### src/rtl/spike_encoder_if.sv
`default_nettype none
// ============================================================================
// Module   : spike_encoder_if
// Brief    : Pixel-load and AER-output signal bundle of the spike encoder.
// Revision : 1.0 - initial release
// ============================================================================
interface spike_encoder_if #(
    parameter int M = 8,
    parameter int P = 8
);
    logic         NEW_IMAGE;
    logic [P-1:0] PIXEL_DATA;
    logic         PIXEL_VALID;
    logic         PIXEL_READY;
    logic         INFERENCE_RDY;
    logic [M-1:0] AERIN_ADDR;
    logic         AERIN_REQ;
    logic         AERIN_ACK;
    logic [M:0]   EVENT_COUNT;
    logic         ENCODER_DONE;

    modport master (
        input  NEW_IMAGE, PIXEL_DATA, PIXEL_VALID, INFERENCE_RDY, AERIN_ACK,
        output PIXEL_READY, AERIN_ADDR, AERIN_REQ, EVENT_COUNT, ENCODER_DONE
    );

    modport slave (
        output NEW_IMAGE, PIXEL_DATA, PIXEL_VALID, INFERENCE_RDY, AERIN_ACK,
        input  PIXEL_READY, AERIN_ADDR, AERIN_REQ, EVENT_COUNT, ENCODER_DONE
    );
endinterface
`default_nettype wire

### src/rtl/spike_encoder.sv
`default_nettype none
// ============================================================================
// Module   : spike_encoder
// Brief    : Buffers one image and emits it as a rank-order AER spike train.
// Revision : 1.0 - initial release
// ============================================================================
module spike_encoder #(
    parameter int N = 256,
    parameter int M = 8,
    parameter int P = 8
) (
    input  logic             CLK,
    input  logic             RST,
    spike_encoder_if.master  bus
);

    localparam logic [2:0] S_IDLE    = 3'd0;
    localparam logic [2:0] S_LOAD    = 3'd1;
    localparam logic [2:0] S_SCAN    = 3'd2;
    localparam logic [2:0] S_REQ     = 3'd3;
    localparam logic [2:0] S_RELEASE = 3'd4;
    localparam logic [2:0] S_DONE    = 3'd5;

    localparam logic [M-1:0] LAST_IDX = M'(N - 1);

    logic [2:0]   state_q,   state_d;
    logic [M-1:0] idx_q,     idx_d;
    logic [P-1:0] level_q,   level_d;
    logic [M-1:0] wr_idx_q,  wr_idx_d;
    logic [P-1:0] max_val_q, max_val_d;
    logic [M-1:0] addr_q,    addr_d;
    logic [M:0]   count_q,   count_d;
    logic         ack_meta_q;
    logic         ack_sync_q;

    logic [P-1:0] pix_q [N];

    logic         w_accept;
    logic         w_new;
    logic [P-1:0] w_max;
    logic         w_last_pos;
    logic [M-1:0] w_adv_idx;
    logic [P-1:0] w_adv_level;

    assign w_accept    = (state_q == S_LOAD) && bus.PIXEL_VALID;
    assign w_new       = bus.NEW_IMAGE && ((state_q == S_IDLE) || (state_q == S_DONE));
    assign w_max       = (bus.PIXEL_DATA > max_val_q) ? bus.PIXEL_DATA : max_val_q;
    assign w_last_pos  = (idx_q == LAST_IDX) && (level_q == P'(1));
    assign w_adv_idx   = (idx_q == LAST_IDX) ? '0 : idx_q + 1'b1;
    assign w_adv_level = (idx_q == LAST_IDX) ? level_q - 1'b1 : level_q;

    // State and datapath registers; the synchroniser is the only consumer of AERIN_ACK.
    always_ff @(posedge CLK) begin
        if (RST) begin
            state_q    <= S_IDLE;
            idx_q      <= '0;
            level_q    <= '0;
            wr_idx_q   <= '0;
            max_val_q  <= '0;
            addr_q     <= '0;
            count_q    <= '0;
            ack_meta_q <= 1'b0;
            ack_sync_q <= 1'b0;
        end else begin
            state_q    <= state_d;
            idx_q      <= idx_d;
            level_q    <= level_d;
            wr_idx_q   <= wr_idx_d;
            max_val_q  <= max_val_d;
            addr_q     <= addr_d;
            count_q    <= count_d;
            ack_meta_q <= bus.AERIN_ACK;
            ack_sync_q <= ack_meta_q;
        end
    end

    // Pixel buffer is never cleared; every LOAD overwrites all N entries.
    always_ff @(posedge CLK) begin
        if (!RST && w_accept) begin
            pix_q[wr_idx_q] <= bus.PIXEL_DATA;
        end
    end

    always_comb begin
        state_d   = state_q;
        idx_d     = idx_q;
        level_d   = level_q;
        wr_idx_d  = wr_idx_q;
        max_val_d = max_val_q;
        addr_d    = addr_q;
        count_d   = count_q;

        case (state_q)
            S_IDLE, S_DONE: begin
                if (w_new) begin
                    state_d   = S_LOAD;
                    wr_idx_d  = '0;
                    max_val_d = '0;
                    count_d   = '0;
                end
            end
            S_LOAD: begin
                if (w_accept) begin
                    wr_idx_d  = wr_idx_q + 1'b1;
                    max_val_d = w_max;
                    if (wr_idx_q == LAST_IDX) begin
                        if (w_max == '0) begin
                            state_d = S_DONE;
                        end else begin
                            level_d = w_max;
                            idx_d   = '0;
                            state_d = S_SCAN;
                        end
                    end
                end
            end
            S_SCAN: begin
                if (bus.INFERENCE_RDY) begin
                    state_d = S_DONE;
                end else if (pix_q[idx_q] == level_q) begin
                    addr_d  = idx_q;
                    state_d = S_REQ;
                end else if (w_last_pos) begin
                    state_d = S_DONE;
                end else begin
                    idx_d   = w_adv_idx;
                    level_d = w_adv_level;
                end
            end
            S_REQ: begin
                if (ack_sync_q) begin
                    state_d = S_RELEASE;
                end
            end
            S_RELEASE: begin
                // Stop requests are only honoured once the handshake has fully closed.
                if (!ack_sync_q) begin
                    count_d = count_q + 1'b1;
                    if (bus.INFERENCE_RDY || w_last_pos) begin
                        state_d = S_DONE;
                    end else begin
                        idx_d   = w_adv_idx;
                        level_d = w_adv_level;
                        state_d = S_SCAN;
                    end
                end
            end
            default: begin
                state_d = S_IDLE;
            end
        endcase
    end

    always_comb begin
        bus.PIXEL_READY  = (state_q == S_LOAD);
        bus.AERIN_REQ    = (state_q == S_REQ);
        bus.ENCODER_DONE = (state_q == S_DONE);
        bus.AERIN_ADDR   = addr_q;
        bus.EVENT_COUNT  = count_q;
    end

endmodule
`default_nettype wire

### src/flat_wrapper.sv
// flat-port wrapper written by rule: the top's interface ports become plain ports
module spike_encoder_flat 
#(
    parameter int N = 256,
    parameter int M = 8,
    parameter int P = 8
)
  (CLK, RST, bus_NEW_IMAGE, bus_PIXEL_DATA, bus_PIXEL_VALID, bus_INFERENCE_RDY, bus_AERIN_ACK, bus_PIXEL_READY, bus_AERIN_ADDR, bus_AERIN_REQ, bus_EVENT_COUNT, bus_ENCODER_DONE);
  spike_encoder_if #(.M(M), .P(P)) bus_i ();
  input  logic CLK;
  input  logic RST;
  input wire logic [$bits(bus_i.NEW_IMAGE)-1:0] bus_NEW_IMAGE;
  input wire logic [$bits(bus_i.PIXEL_DATA)-1:0] bus_PIXEL_DATA;
  input wire logic [$bits(bus_i.PIXEL_VALID)-1:0] bus_PIXEL_VALID;
  input wire logic [$bits(bus_i.INFERENCE_RDY)-1:0] bus_INFERENCE_RDY;
  input wire logic [$bits(bus_i.AERIN_ACK)-1:0] bus_AERIN_ACK;
  output wire logic [$bits(bus_i.PIXEL_READY)-1:0] bus_PIXEL_READY;
  output wire logic [$bits(bus_i.AERIN_ADDR)-1:0] bus_AERIN_ADDR;
  output wire logic [$bits(bus_i.AERIN_REQ)-1:0] bus_AERIN_REQ;
  output wire logic [$bits(bus_i.EVENT_COUNT)-1:0] bus_EVENT_COUNT;
  output wire logic [$bits(bus_i.ENCODER_DONE)-1:0] bus_ENCODER_DONE;
  assign bus_i.NEW_IMAGE = bus_NEW_IMAGE;
  assign bus_i.PIXEL_DATA = bus_PIXEL_DATA;
  assign bus_i.PIXEL_VALID = bus_PIXEL_VALID;
  assign bus_i.INFERENCE_RDY = bus_INFERENCE_RDY;
  assign bus_i.AERIN_ACK = bus_AERIN_ACK;
  assign bus_PIXEL_READY = bus_i.PIXEL_READY;
  assign bus_AERIN_ADDR = bus_i.AERIN_ADDR;
  assign bus_AERIN_REQ = bus_i.AERIN_REQ;
  assign bus_EVENT_COUNT = bus_i.EVENT_COUNT;
  assign bus_ENCODER_DONE = bus_i.ENCODER_DONE;
  spike_encoder #(.N(N), .M(M), .P(P)) u_core (.CLK(CLK), .RST(RST), .bus(bus_i));
endmodule
### config.mk
export PLATFORM = sky130hd
export DESIGN_NAME = spike_encoder_flat
export DESIGN_NICKNAME = d
export VERILOG_FILES = /design/src/rtl/spike_encoder_if.sv /design/src/rtl/spike_encoder.sv /design/src/flat_wrapper.sv
export SDC_FILE = /design/constraint.sdc
export NUM_CORES = 2
export LEC_CHECK = 0
export CAP_MARGIN = 20
export CORE_ASPECT_RATIO = 1.1
export CORE_MARGIN = 4
export CORE_UTILIZATION = 55
export CTS_BUF_LIST = sky130_fd_sc_hd__clkbuf_8
export DETAILED_ROUTE_END_ITERATION = 7
export HOLD_SLACK_MARGIN = 0.15
export PLACE_DENSITY = 0.71
export SLEW_MARGIN = 20
export SYNTH_ARGS = -nofsm -noshare
export SYNTH_HDL_FRONTEND = slang
export SYNTH_SLANG_ARGS = --single-unit
### constraint.sdc
create_clock -name CLK -period 4.3 [get_ports CLK]
set_clock_uncertainty 0.1 [all_clocks]
set_input_delay 0.645 -clock CLK [delete_from_list [all_inputs] [get_ports CLK]]
set_output_delay 0.645 -clock CLK [all_outputs]
set_load 0.05 [all_outputs]
* After elaboration in Yosys (flattened, before gate mapping)
Memories as Yosys holds them, arrays and structs flattened. A register that Yosys moved wholly into a read port is not among the register bits.
Cells that the tools add are included.
** Word-level totals
- Bits of input ports :: 14
- Bits in latches :: 0
- RAM bits :: 2048
- Output and inout port bits :: 20
- ROM bits :: 0
- Memories kept :: 1
- Register bits after elaboration :: 54
- Word-level logic and storage cells :: 98
** Memory list
- u_core.pix_q :: words 256, width 8, rd ports 1, clocked after Yosys merged registers in 1, wr ports 1, line spike_encoder.sv:36 : logic [P-1:0] pix_q [N];
** Operators by class
- Div/mod/pow operators :: 0
- Bitwise logic cells :: 1
- Equality and inequality tests :: 20
- $lt $le $gt $ge :: 1
- Shift operators :: 0
- $mul :: 0
- $add $sub $neg :: 4
- Reduce and logical (&&, ||, !) cells :: 18
- Mux-type cells :: 44
** Operators with widths (count)
- 8-bit two-way mux :: 24
- 8-bit one-hot mux with 3 select lines :: 2
- 8-bit one-hot mux with 2 select lines :: 2
- 3-bit two-way mux :: 10
- 9-bit two-way mux :: 2
- 9-bit one-hot mux with 2 select lines :: 1
- 8-bit by 1-bit adder with 8-bit output, second input constant :: 2
- 8-bit == test, second input constant :: 2
- 3-bit one-hot mux with 5 select lines :: 1
- 2-bit inequality test, second input constant :: 6
- 9-bit by 1-bit adder with 9-bit output, second input constant :: 1
- 3-bit AND reduction :: 3
- 9-bit AND reduction :: 1
- 8-bit by 1-bit == test with 1-bit output, second input constant :: 1
- 8-bit == test :: 1
- 8-bit greater-than comparator :: 1
- 8-bit logical NOT :: 1
- 2-bit by 1-bit inequality test with 1-bit output, second input constant :: 4
- 8-bit by 1-bit subtractor with 8-bit output, second input constant :: 1
- 3-bit by 2-bit == test with 1-bit output, second input constant :: 2
- 3-bit == test, second input constant :: 2
- 6-bit AND reduction :: 1
- 1-bit logical AND :: 4
- 4-bit by 2-bit inequality test with 1-bit output, second input constant :: 1
- other kinds (9) :: 12

* Logic depth before layout (Yosys ltp)
- Word-level depth :: 9
- Mapped depth :: 18
- Gate-level depth less buffers :: 13

* Worst setup path after synthesis
OpenSTA, ideal clock, no wires.
- Path type :: register to register
- From :: register with a tool-made name
- To :: register with a tool-made name
- Cell stages (with the launch flop) :: 17
- Period minus slack after synthesis :: 3.591 ns
- Data arrival time :: 3.363 ns
- Slack :: 0.709 ns
- Setup time :: 0.128 ns
- Buffers on the path :: 6
- Data required time :: 4.072 ns
- Cells stage by stage :: dfxtp_1 -> buf_6 -> buf_6 -> buf_6 -> buf_4 -> buf_2 -> mux4_2 -> o21ai_0 -> nand2_1 -> nor4_1 -> nor4_1 -> a2111o_1 -> and4bb_4 -> a41oi_2 -> buf_2 -> mux2i_1 -> nor2_1

==> flow_summary.toml <==
[yosys]
seq_area_frac_synth = 0.752
synth_edf_count = 2048
yosys.area.top_type_share = 0.738
netlist_area_um2 = 83400
synth-seq-cells = 2110
synth.avg_cell_area_um2 = 18.5
ys_types = 78
synth_top_cell_by_area = "edfxtp_1"
ys_async_sr_fraction = 0
synth.top_cells.by_area = "edfxtp_1 74%, mux4_2 7.9%, mux2i_1 6.0%"
ys.flop_type = "edfxtp_1"
synthCells = 4510
yosys_warnings = 0
syn-num-nets = 4540

[timing]
setup_slack_ns = -0.00308
fin_setup_tns_ns = -0.00308
finalMaxSlewViolations = 0
finalHoldViolCount = 0
slew-limit-headroom = 0.151
tightest_slew_ns = 1.27
min_period_ns = 4.30
clock.fmax_ghz = 0.232
fin_crit_sh = 1.00
setup_viol = 1
rsz0062_at_grt = "yes"

[global_routing]
first_global_vias = 46300
grt_max_degree = 221
globalRouteOverflowTotal = 0
grt_usage = 0.276
antenna_found_initial = 5
grt_pass1_wl_um = 316000

[clocking]
clock_path_buffers = 4
root_buffer = "clkbuf_8"
numClockSinks = 2110
h-tree-depth = 5
cts_tree = "built"
clk_pin_slew_worst_paths_ns = 0.07
cts_buffers = 326
clk-insertion-delay-late_ns = 1.04

[worst_hold_path]
min_path_type = "input pin to flip-flop"
holdPathEnd = "u_core.pix_q[184][5]"
holdPathStages = 2
min_from = "bus_PIXEL_DATA[5]"

[die]
die_h_um = 416
dieArea_um2 = 158000
top_level_ports = 34
rows = 149
initial_core_util = 0.555
core_area_um2 = 150000
chipWidth_um = 379

[drt]
drc = 0
first_pass_iters = 8
num_vias = 47200
ant_nets = 0
drt-wirelength-per-cell_um = 29.7
routed_via_density = 6.41
drt_wl_total_um = 219000
dr.first_iter.drc_count = 6405

[worst_setup_path]
start_kind = "flip-flop"
r2r_setup_slack_ns = -0.003
worstPathArrival_ns = 5.10
reg2reg_depth = 17
required_ns = 5.10
crit_fanout = 16
critPathKind = "flip-flop to flip-flop"
worstSetupEndpointType = "flip-flop"

[pwr]
power.density_nw_per_um2 = 407
p_leak_nw = 30.3
ir_drop_mv = 0.377

[final_layout]
drive_above_1_share = 0.251
mostFrequentLayoutCells = "2,048 x edfxtp_1, 492 x mux2i_1, 455 x buf_4"
area_growth_syn_to_layout_pct = 15.9
post-route-util = 0.643
final_common_cell = "edfxtp_1"
fin_nets = 5196

[placement]
dp_hpwl_um = 138000
port_buffers = 33
gp_congestion = 0.905

[outcome]
outcome = "finished with violations"
failed_checks = "setup timing"

[job]
drv_cap = 0
-- how the worst max path moves through the flow --
stage          cells after the start      start                       end  slack (ns)
2_1_floorplan                     16  flip-flop                 flip-flop        0.71
3_3_place_gp                      16  flip-flop                 flip-flop       -0.48
3_5_place_dp                      16  flip-flop                 flip-flop       -0.46
4_1_cts                           16  flip-flop                 flip-flop       -0.02
5_1_grt                           16  flip-flop  u_core.bus.AERIN_ADDR[1]       -0.09
6_report                          17  flip-flop                 flip-flop      -0.003
-- critical path, stage by stage, from the launching register on --
cell and delay, ns:
dfxtp_4 0.43, buf_12 0.13, buf_12 0.17, buf_12 0.20, mux4_2 0.56, a22oi_1 0.48
o22ai_1 0.18, nor2_1 0.13, nand3_1 0.19, nand4_1 0.18, xnor2_1 0.11, nor4_4 0.29
buf_4 0.23, a41oi_4 0.14, buf_4 0.21, mux2i_2 0.21, nor2_1 0.06, buf_4 0.14
-- what timing repair did --
item,in CTS,in global routing
resized for setup,46,93
pin swaps,8,30
hold endpoints to repair,172,0
cloned,6,4
hold buffers,7,0
endpoints found under the setup margin,35,35
setup buffers,9,57
-- registers in the layout, indices dropped and copies added (netlist names), named ones only --
signal	flops
u_core.bus.AERIN_ADDR	8
u_core.bus.EVENT_COUNT	9
u_core.level_q	8
u_core.idx_q	8
u_core.state_q	3
u_core.ack_meta_q	1
u_core.pix_q	2048
u_core.ack_sync_q	1
u_core.wr_idx_q	8
u_core.max_val_q	8
-- cell type report --
type,count,area (um^2)
flip-flops and latches,2110,62800
multi-input cells,2110,19700
repair buffers,596,5830
diodes,4,10.0
inverters,22,82.6
clock inverters,218,1100
clock buffers,344,4730
fillers,10100,53600
well taps,1963,2460
-- report_power, final --
part / total [mW] / switching, mW / internal [mW]
Sequential: 22.7 / 0.0781 / 22.6
Clock: 15.3 / 7.48 / 7.84
Combinational: 1.36 / 0.942 / 0.416
Total: 39.3 / 8.50 / 30.8
-- synthesized netlist by cell type (4+ instances only) --
library cell / number
nor4b_1: 6
nand4_1: 41
nand3_1: 129
a211oi_1: 12
mux4_2: 291
edfxtp_1: 2048
and3_1: 15
o22ai_1: 17
a21oi_1: 67
or3b_2: 4
dfxtp_1: 62
o2bb2ai_1: 5
buf_2: 69
nor3_1: 18
mux2_2: 8
or3_1: 9
o21a_1: 4
nand3b_1: 5
o21ai_0: 35
o211ai_1: 11
a22o_1: 11
buf_1: 20
o31ai_1: 4
nor3b_1: 10
a31oi_1: 18
nand2b_1: 7
a221oi_1: 17
o32ai_1: 11
a22oi_1: 232
buf_6: 15
nor4_1: 12
ha_1: 16
buf_4: 60
mux2i_1: 497
nand2_1: 132
clkbuf_1: 104
nor2b_1: 38
nor2_1: 348
inv_1: 20
and2_1: 15
xor2_1: 10
-- stage by stage --
stage	cell area [um^2]	total power, mW	hold WS (ns)	setup slack [ns]	cells
floorplan	83400	23.6	0.314	0.709	4510
global placement	89300	24.3	0.326	-0.477	6721
detailed placement	89300	24.3	0.329	-0.461	6721
CTS	95700	39.4	0.160	-0.0207	7305
global route	96600	40.7	0.196	-0.0916	7364
finish	96700	39.3	0.277	-0.00308	7367
-- routing by layer --
layer	track usage	wire length (um)	up-vias	part of all wire
li1	-	-	19600	-
met3	0.0609	24500	422	0.11
met4	0.101	7650	2	0.035
met2	0.419	102000	2912	0.47
met5	0	13	-	0.000059
met1	0.399	84200	24300	0.39
-- logic make-up (layout without fill, tap and decap cells) --
group	count (synthesis)	in the layout	synth area share
buf+inv	291	1180	0.0183
simple gates	805	805	0.0452
fa+ha+maj	16	16	0.00240
other cells	0	4	0
flops	2110	2110	0.752
xor+xnor	12	12	0.00126
mux	796	796	0.139
compound gates	480	481	0.0411
(Power assumes the default switching activity.)
